<file path="src/rtl/operand_bypass_unit.sv">
// ---------------------------------------------------------------------------
// operand_bypass_unit
// Operand forwarding and load-use hazard detection for the decode stage.
// Tracks the destination tags of the EX/MEM (S1) and MEM/WB (S2) instructions
// and selects register-file, ALU-result or writeback data per source operand.
//
// Ports:
//   clk, rst           core clock, async active-high reset
//   id_valid           decode holds a real instruction
//   id_src_addr/data   packed source addresses / register-file read data
//   id_dst_addr        decode destination register
//   id_wen, id_is_load decode instruction writes a register / is a load
//   flush              kill the decode instruction this cycle
//   alu_result         EX/MEM ALU result
//   wb_result          MEM/WB final result
//   src_out            forwarded operands (combinational)
//   fwd_sel            per-source select: 00 rf, 01 alu, 10 wb (combinational)
//   stall              load-use stall (combinational)
//   stall_cnt, fwd_cnt performance counters
//
// Optional feature: define BYPASS_PERF_CNT_EN to build the saturating
// stall/forward counters; otherwise both counter outputs are tied to zero.
// ---------------------------------------------------------------------------
module operand_bypass_unit #(
  parameter int unsigned DATA_W = 8,
  parameter int unsigned ADDR_W = 3,
  parameter int unsigned NSRC   = 2
) (
  input  logic                     clk,
  input  logic                     rst,
  input  logic                     id_valid,
  input  logic [NSRC*ADDR_W-1:0]   id_src_addr,
  input  logic [NSRC*DATA_W-1:0]   id_src_data,
  input  logic [ADDR_W-1:0]        id_dst_addr,
  input  logic                     id_wen,
  input  logic                     id_is_load,
  input  logic                     flush,
  input  logic [DATA_W-1:0]        alu_result,
  input  logic [DATA_W-1:0]        wb_result,
  output logic [NSRC*DATA_W-1:0]   src_out,
  output logic [NSRC*2-1:0]        fwd_sel,
  output logic                     stall,
  output logic [15:0]              stall_cnt,
  output logic [15:0]              fwd_cnt
);

  localparam logic [1:0] SEL_RF  = 2'b00;
  localparam logic [1:0] SEL_ALU = 2'b01;
  localparam logic [1:0] SEL_WB  = 2'b10;

  // Tag slots: S1 = EX/MEM, S2 = MEM/WB
  logic              s1_valid_q, s1_valid_d;
  logic [ADDR_W-1:0] s1_addr_q,  s1_addr_d;
  logic              s1_load_q,  s1_load_d;
  logic              s2_valid_q;
  logic [ADDR_W-1:0] s2_addr_q;
  logic              s2_load_q;

  logic              hazard_c;

  // Per-source select and data mux; S1 is the newer writer so it wins.
  // A loaded value in S1 is not yet available, so that source stays on 00.
  always_comb begin
    logic [ADDR_W-1:0] src_a;
    logic              hit1;
    logic              hit2;
    logic [1:0]        sel;
    fwd_sel  = '0;
    src_out  = '0;
    hazard_c = 1'b0;
    src_a    = '0;
    hit1     = 1'b0;
    hit2     = 1'b0;
    sel      = SEL_RF;
    for (int unsigned i = 0; i < NSRC; i++) begin
      src_a = id_src_addr[i*ADDR_W +: ADDR_W];
      hit1  = s1_valid_q && (s1_addr_q == src_a);
      hit2  = s2_valid_q && (s2_addr_q == src_a);
      sel   = SEL_RF;
      if (hit1) begin
        if (s1_load_q) hazard_c = 1'b1;
        else           sel      = SEL_ALU;
      end else if (hit2) begin
        sel = SEL_WB;
      end
      fwd_sel[i*2 +: 2] = sel;
      case (sel)
        SEL_ALU: src_out[i*DATA_W +: DATA_W] = alu_result;
        SEL_WB:  src_out[i*DATA_W +: DATA_W] = wb_result;
        default: src_out[i*DATA_W +: DATA_W] = id_src_data[i*DATA_W +: DATA_W];
      endcase
    end
    // flush kills the consumer, so it overrides the hazard
    stall = id_valid && !flush && hazard_c;
  end

  // Next S1 tag: stalled or flushed instructions enter EX as a bubble
  always_comb begin
    s1_valid_d = id_valid && id_wen && !flush && !stall;
    s1_addr_d  = id_dst_addr;
    s1_load_d  = id_is_load;
  end

  // Slot registers; S2 always follows S1
  always_ff @(posedge clk or posedge rst) begin
    if (rst) begin
      s1_valid_q <= 1'b0;
      s1_addr_q  <= '0;
      s1_load_q  <= 1'b0;
      s2_valid_q <= 1'b0;
      s2_addr_q  <= '0;
      s2_load_q  <= 1'b0;
    end else begin
      s1_valid_q <= s1_valid_d;
      s1_addr_q  <= s1_addr_d;
      s1_load_q  <= s1_load_d;
      s2_valid_q <= s1_valid_q;
      s2_addr_q  <= s1_addr_q;
      s2_load_q  <= s1_load_q;
    end
  end

`ifdef BYPASS_PERF_CNT_EN
  localparam int unsigned CNT_W = 16;

  logic [CNT_W-1:0] stall_cnt_q, stall_cnt_d;
  logic [CNT_W-1:0] fwd_cnt_q,   fwd_cnt_d;
  logic             any_fwd_c;

  // 11 is never driven, so any set select bit means a forwarded source
  always_comb begin
    any_fwd_c   = |fwd_sel;
    stall_cnt_d = stall_cnt_q;
    fwd_cnt_d   = fwd_cnt_q;
    if (stall && (stall_cnt_q != '1))
      stall_cnt_d = stall_cnt_q + CNT_W'(1);
    if (id_valid && any_fwd_c && (fwd_cnt_q != '1))
      fwd_cnt_d = fwd_cnt_q + CNT_W'(1);
  end

  // Saturating counters, cleared only by reset
  always_ff @(posedge clk or posedge rst) begin
    if (rst) begin
      stall_cnt_q <= '0;
      fwd_cnt_q   <= '0;
    end else begin
      stall_cnt_q <= stall_cnt_d;
      fwd_cnt_q   <= fwd_cnt_d;
    end
  end

  assign stall_cnt = stall_cnt_q;
  assign fwd_cnt   = fwd_cnt_q;
`else
  assign stall_cnt = '0;
  assign fwd_cnt   = '0;
`endif

endmodule

</file>
<file path="config.mk">
export PLATFORM = sky130hd
export DESIGN_NAME = operand_bypass_unit
export DESIGN_NICKNAME = d
export VERILOG_FILES = /design/src/rtl/operand_bypass_unit.sv
export SDC_FILE = /design/constraint.sdc
export NUM_CORES = 1
export LEC_CHECK = 0
export CORE_MARGIN = 8
export CORE_UTILIZATION = 62
export CTS_CLUSTER_SIZE = 20
export DETAILED_ROUTE_END_ITERATION = 10
export DONT_BUFFER_PORTS = 1
export HOLD_SLACK_MARGIN = 0.05
export PLACE_DENSITY = 0.84
export SLEW_MARGIN = 20
export SYNTH_ARGS = -nofsm -noshare
export SYNTH_HDL_FRONTEND = slang
export SYNTH_SLANG_ARGS = --single-unit
</file>
<file path="constraint.sdc">
create_clock -name clk -period 5.95 [get_ports clk]
set_input_delay 1.19 -clock clk [delete_from_list [all_inputs] [get_ports clk]]
set_output_delay 1.19 -clock clk [all_outputs]
set_load 0.005 [all_outputs]
</file>
==> results of run 1 <==
[cell usage after synthesis (all sizes together)]
master,count,area [sq um]
and2,16,100
a221o,16,160
and4b,1,10.0
conb,1,3.75
buf,34,263
a41oi,2,32.5
nor4,2,25.0
and4,2,22.5
or4b,2,27.5
xnor2,2,17.5
nor3,2,10.0
xor2,10,87.6
nor3b,1,7.51
o211ai,1,7.51
nand2b,1,6.26
nor2,2,7.51
inv,1,3.75
dfrtp,9,225
[final cells by class]
class                   count  share of cell area [%]
inverters                   1                   0.409
multi-input cells          92                    70.0
flip-flops and latches      9                    24.6
clock buffers               4                    2.86
well taps                  16                    2.18
[cell usage in the layout (no fill, tap or decap)]
master,n
and4b_1,1
dfrtp_1,9
and2_1,16
clkbuf_4,3
inv_1,1
nor3b_1,1
or4b_4,2
nor4_2,2
clkbuf_1,1
conb_1,32
nor3_1,2
a41oi_2,2
xnor2_1,2
nand2b_1,1
and4_4,2
a221o_1,16
nor2_1,2
o211ai_1,1
xor2_1,10
[flip-flops by register name, indices dropped and copies added (netlist names)]
name,cells
s1_addr_q,3
s2_addr_q,3
s1_load_q,1
s1_valid_q,1
s2_valid_q,1
[worst register-to-register path: stages (launching register included)]
cell and delay (ns):
dfrtp_1 0.41, xor2_1 0.30, nor3_1 0.11, o211ai_1 0.24
and4b_1 0.21
[power breakdown]
part	total (mW)	internal, mW	switching [mW]
Clock	0.0443	0.0257	0.0186
Combinational	0.0330	0.0124	0.0205
Sequential	0.0671	0.0642	0.00286
[through the flow]
step / hold slack, ns / setup slack (ns)
floorplan: 0.400 / 2.20
global placement: 0.420 / 2.04
detailed placement: 0.430 / 1.99
CTS: 0.442 / 1.98
global route: 0.456 / 1.89
finish: 0.436 / 2.01
[cells by family after synthesis]
logic type | share of synthesized area (%)
other | 0.369
AOI/OAI and AO/OA | 19.7
and+or+nand+nor | 21.3
buffers and inverters | 26.2
DFF | 22.1
xor gates and xnor gates | 10.3
[how the worst max path moves through the flow]
| stage | depth (start not counted) | slack (ns) | startpoint | end |
|---|---|---|---|---|
| 5_1_grt | 4 | 1.89 | id_src_addr[2] | src_out[4] |
| 2_1_floorplan | 5 | 2.20 | id_src_addr[2] | src_out[0] |
| 3_3_place_gp | 4 | 2.04 | id_src_addr[2] | src_out[4] |
| 6_report | 4 | 2.01 | id_src_addr[2] | src_out[4] |
| 4_1_cts | 4 | 1.98 | id_src_addr[2] | src_out[4] |
| 3_5_place_dp | 4 | 1.99 | id_src_addr[2] | src_out[4] |
[layer usage]
layer / vias up / GRT usage, % / part of all wire, %
met5: - / 0 / 0
met4: 0 / 4.12 / 0.61
met3: 2 / 8.09 / 15
met2: 58 / 27.7 / 54
met1: 326 / 13.3 / 31
li1: 324 / - / -
==> results.json, run 1 <==
{
  "status": "finished, final reports clean",
  "post_dp_cell_area_sq_um": 891,
  "syn_avg_cell_area_sq_um": 9.69,
  "peakVddDrop_v": 0.000121,
  "syn2layout_area_growth_pct": -9.84,
  "finalClockSkew_ns": 0.00137,
  "path_buf_inv": 0,
  "ctsHoldBuffers": 0,
  "grt_pass1_vias": 809,
  "grt_first_pass_wirelength_um": 4020,
  "first_iter_violations": 16,
  "cts_tree": "yes",
  "clock-root-buffer": "clkbuf_4",
  "hp-start": "s1_valid_q$_DFF_PP0_",
  "core.rowCount": 14,
  "hold_viol_final": 0,
  "finalMaxSlewViolations": 0,
  "worst_path_largest_cell_delay_ns": 0.77,
  "cts_setup_buffers": 0,
  "path_cells": "xor2_1, nor4_2, a41oi_2, a221o_1",
  "fmax_mhz": 254,
  "routed_wl_um": 2630,
  "port_buffers": 0,
  "wl_per_cell_um": 21.6,
  "slowest_stage": "nor4_2",
  "grt_overflow_total": 0,
  "die_y_um": 56.5,
  "synth.cell_area_sq_um": 1020,
  "worstHoldEndpoint": "s2_valid_q$_DFF_PP0_",
  "rsz0062_at_grt": "false",
  "core_area_sq_um": 1520,
  "numCtsBuffers": 3,
  "synth.yosys.warnings": 0,
  "whs_path_depth": 0,
  "ys_seq_area_share_pct": 22.1,
  "initial_core_util_pct": 66.7,
  "tightestPinTransition_ns": 0.852,
  "leakagePower_nw": 0.412,
  "dr.pass1.iters": 4,
  "seq_area_sq_um": 225,
  "finalPower_mw": 0.144,
  "finalSetupViolations": 0,
  "multi_input_area_sq_um": 642,
  "die_w_um": 56.5,
  "crit_type": "in -> out",
  "ff2ff_path_depth": 4,
  "rrSetupSlack_ns": 4.62,
  "drive_above_1_share_pct": 10.4,
  "crit_required_ns": 4.76,
  "hold_class": "reg -> reg",
  "grt_antenna_before_repair": 0,
  "critPathTopFamily": "simple AND/OR/NAND/NOR gates",
  "synth_seq_cells": 9,
  "gr-usage-all-layers_pct": 14.9,
  "io_pins": 100,
  "syn_inst": 105,
  "finalInstanceArea_sq_um": 917,
  "r2r-end": "s1_valid_q$_DFF_PP0_",
  "grt_max_degree": 11,
  "layout.cells.non_filler": 122,
  "clock_latency_ns": 0.25,
  "maxCapViolCount": 0,
  "yosysUniqueCellTypes": 19,
  "path_clk_slew_ns": 0.06,
  "remaining_drc_errors": 0,
  "gp_congestion": 0.830,
  "final.min_clock_period_ns": 3.94,
  "fin_crit_sh_pct": 66.3,
  "endpoint_kind": "output pin",
  "antenna_cells": 0,
  "dp_cells": 118,
  "cts.sinks": 9,
  "n_fill_cell": 127,
  "r2r-start": "s1_addr_q[2]$_DFF_PP0_",
  "fin_nets": 154,
  "powerDensity_nw_per_um2": 157,
  "tns_ns": 0,
  "post_cts_resized": 0,
  "vias_per_cell": 5.82,
  "slew_headroom_pct": 42.7,
  "utilization_pct": 60.2,
  "htree_levels": 1,
  "hpwl_um": 2340,
  "ant_nets": 0,
  "arrival_ns": 2.75,
  "critical_path.max_fanout": 10,
  "clock_path_buffers": 2,
  "routed-via-count": 710,
  "start_kind": "primary input",
  "dieArea_sq_um": 3190
}
Note: power is estimated with default switching activity, not from simulation.
==> inputs of run 2 (changes only) <==
--- a/config.mk
+++ b/config.mk
@@ -5,6 +5,7 @@
 export SDC_FILE = /design/constraint.sdc
 export NUM_CORES = 1
 export LEC_CHECK = 0
+export ABC_AREA = 1
 export CORE_MARGIN = 8
 export CORE_UTILIZATION = 62
 export CTS_CLUSTER_SIZE = 20
==> constraint.sdc (replaced) <==
create_clock -name clk -period 3.7 [get_ports clk]
set_input_delay 0.74 -clock clk [delete_from_list [all_inputs] [get_ports clk]]
set_output_delay 0.74 -clock clk [all_outputs]
set_load 0.005 [all_outputs]
==> results.json, run 2 <==
{
  "status": "finished, final reports clean",
  "hold_viol_final": 0,
  "cts_setup_buffers": 0,
  "die_w_um": 62.3,
  "worst_path_largest_cell_delay_ns": 0.33,
  "vias_per_cell": 5.21,
  "drive_above_1_share_pct": 12.6,
  "async_flop_share_pct": 100,
  "fin_nets": 263,
  "numCtsBuffers": 3,
  "synth_top_flop_cell": "dfrtp_1",
  "synthTopCellsByCount": "nand2_1, nand3_1, buf_4",
  "routed_wl_um": 3640,
  "syn_inst": 213,
  "syn2layout_area_growth_pct": -5.09,
  "r2r-start": "s1_addr_q[0]$_DFF_PP0_",
  "crit_type": "in -> out",
  "start_kind": "primary input",
  "crit_required_ns": 2.96,
  "grt_antenna_before_repair": 0,
  "path_cells": "inv_1, nand2_1, nand2_1, nand2_1, nor2_2, nand3_1, nand2_1, inv_1, nand2_1",
  "fin_crit_sh_pct": 64.0,
  "fmax_mhz": 422,
  "cts.sinks": 9,
  "post_dp_cell_area_sq_um": 1230,
  "yosys.area.top_type": "buf_4",
  "die_y_um": 62.3,
  "synth_most_common_cell": "nand2_1",
  "hold_class": "in -> async",
  "finalClockSkew_ns": 0.00175,
  "swShare_pct": 35.9,
  "pwr-share-clk_pct": 29.2,
  "tns_ns": 0,
  "finalInstanceArea_sq_um": 1260,
  "cts_tree": "yes",
  "htree_levels": 1,
  "dr.pass1.iters": 4,
  "clock-root-buffer": "clkbuf_4",
  "routed-via-count": 1262,
  "combPwrFrac_pct": 28.7,
  "r2r-end": "s1_valid_q$_DFF_PP0_",
  "ys_seq_area_share_pct": 17.0,
  "arrival_ns": 1.63,
  "leakagePower_nw": 0.790,
  "ctsHoldBuffers": 0,
  "gr-usage-all-layers_pct": 17.6,
  "grt_pass1_vias": 1306,
  "ant_nets": 0,
  "grt_overflow_total": 0,
  "grt_max_degree": 19,
  "dieArea_sq_um": 3880,
  "gp_congestion": 0.828,
  "critPathTopFamily": "simple AND/OR/NAND/NOR gates",
  "finalSetupViolations": 0,
  "synth_seq_cells": 9,
  "yosysUniqueCellTypes": 18,
  "wl_per_cell_um": 15.1,
  "synth_top_area_share_pct": 18.1,
  "layout_common_cells": "nand2_1, nand3_1, conb_1, inv_1, nand4_1",
  "peakVddDrop_v": 0.000284,
  "endpoint_kind": "output pin",
  "first_iter_violations": 45,
  "path_buf_inv": 2,
  "dp_slack_ns": 1.34,
  "path_clk_slew_ns": 0.06,
  "clock_path_buffers": 2,
  "p_seq_share_pct": 42.1,
  "rrSetupSlack_ns": 2.42,
  "synth.yosys.warnings": 0,
  "remaining_drc_errors": 0,
  "power.switching_mw": 0.0919,
  "antenna_cells": 0,
  "final.min_clock_period_ns": 2.37,
  "syn_avg_cell_area_sq_um": 6.23,
  "synth-edff-count": 0,
  "powerDensity_nw_per_um2": 203,
  "hpwl_um": 3170,
  "crit_top_cell": "nand2_1",
  "clock_latency_ns": 0.26,
  "layout_commonest_cell": "nand2_1",
  "io_pins": 100,
  "post_cts_resized": 0,
  "port_buffers": 0,
  "fin_ws_ns": 1.33,
  "synth.area.top_cells": "buf_4, nand2_1, dfrtp_1",
  "finalMaxSlewViolations": 0,
  "core.rowCount": 16,
  "rsz0062_at_grt": "false",
  "initial_core_util_pct": 66.9,
  "core_area_sq_um": 1980,
  "grt_first_pass_wirelength_um": 5970,
  "maxCapViolCount": 0,
  "critical_path.max_fanout": 9,
  "p_int_mw": 0.164,
  "reg.largest.list": "s1_addr_q (3), s2_addr_q (3)",
  "ff2ff_path_depth": 7,
  "synth.cell_area_sq_um": 1330,
  "slowest_stage": "nor2_2"
}
==> run 2: cell count changes in the layout (fill, tap and decap cells not counted), moves of 16 or more <==
| cell | before | now |
|---|---|---|
| inv_1 | 1 | 26 |
| and2_1 | 16 | 0 |
| nand2_1 | 0 | 62 |
| nand4_1 | 0 | 16 |
| a221o_1 | 16 | 0 |
| nand3_1 | 0 | 35 |
==> run 2: final cells by class <==
| class | count | area [sq um] |
|---|---|---|
| Multi-Input combinational cell | 166 | 838 |
| Fill cell | 178 | 723 |
| Sequential cell | 9 | 225 |
| Inverter | 36 | 135 |
| Tap cell | 27 | 33.8 |
| Clock buffer | 4 | 26.3 |
==> run 2: stage by stage <==
stage | hold slack (ns) | util [%] | instances | power [mW]
after global routing | 0.337 | 63.5 | 242 | 0.274
after floorplan | 0.395 | - | 244 | 0.195
after global placement | 0.420 | 62.2 | 238 | 0.178
after CTS | 0.311 | 63.5 | 242 | 0.257
final | 0.312 | 63.5 | 242 | 0.256
after detailed placement | 0.431 | 62.2 | 238 | 0.181
==> run 2: cells by family (layout without fill, tap and decap cells) <==
logic type	Yosys count	after routing	synth area share, %
and+or+nand+nor	131	131	53.0
other	1	32	0.283
buffers and inverters	69	40	28.6
DFF	9	9	17.0
AOI/OAI and AO/OA	3	3	1.13
==> run 2: how the worst max path moves through the flow <==
stage	start	endpoint	cells past startpoint
floorplan	id_src_addr[4]	src_out[10]	8
global placement	id_src_addr[4]	src_out[14]	8
detailed placement	id_src_addr[5]	src_out[13]	9
CTS	id_src_addr[5]	src_out[13]	9
global route	id_src_addr[5]	src_out[14]	9
finish	id_src_addr[5]	src_out[13]	9
==> run 2: routing by layer <==
| metal | vias up | track usage, % | routed length [um] |
|---|---|---|---|
| met2 | 112 | 27.9 | 1620 |
| met4 | 0 | 6.27 | 41 |
| met3 | 6 | 12.0 | 658 |
| met5 | - | 0 | 0 |
| li1 | 613 | - | - |
| met1 | 531 | 17.9 | 1330 |
==> run 2: power groups by stage <==
stage	combinational [mW]	sequential [mW]	clock (mW)
2_1_floorplan	0.0865	0.108	0
3_3_place_gp	0.0689	0.109	0
3_5_place_dp	0.0717	0.110	0
4_1_cts	0.0718	0.108	0.0778
5_1_grt	0.0834	0.108	0.0819
6_report	0.0734	0.108	0.0746
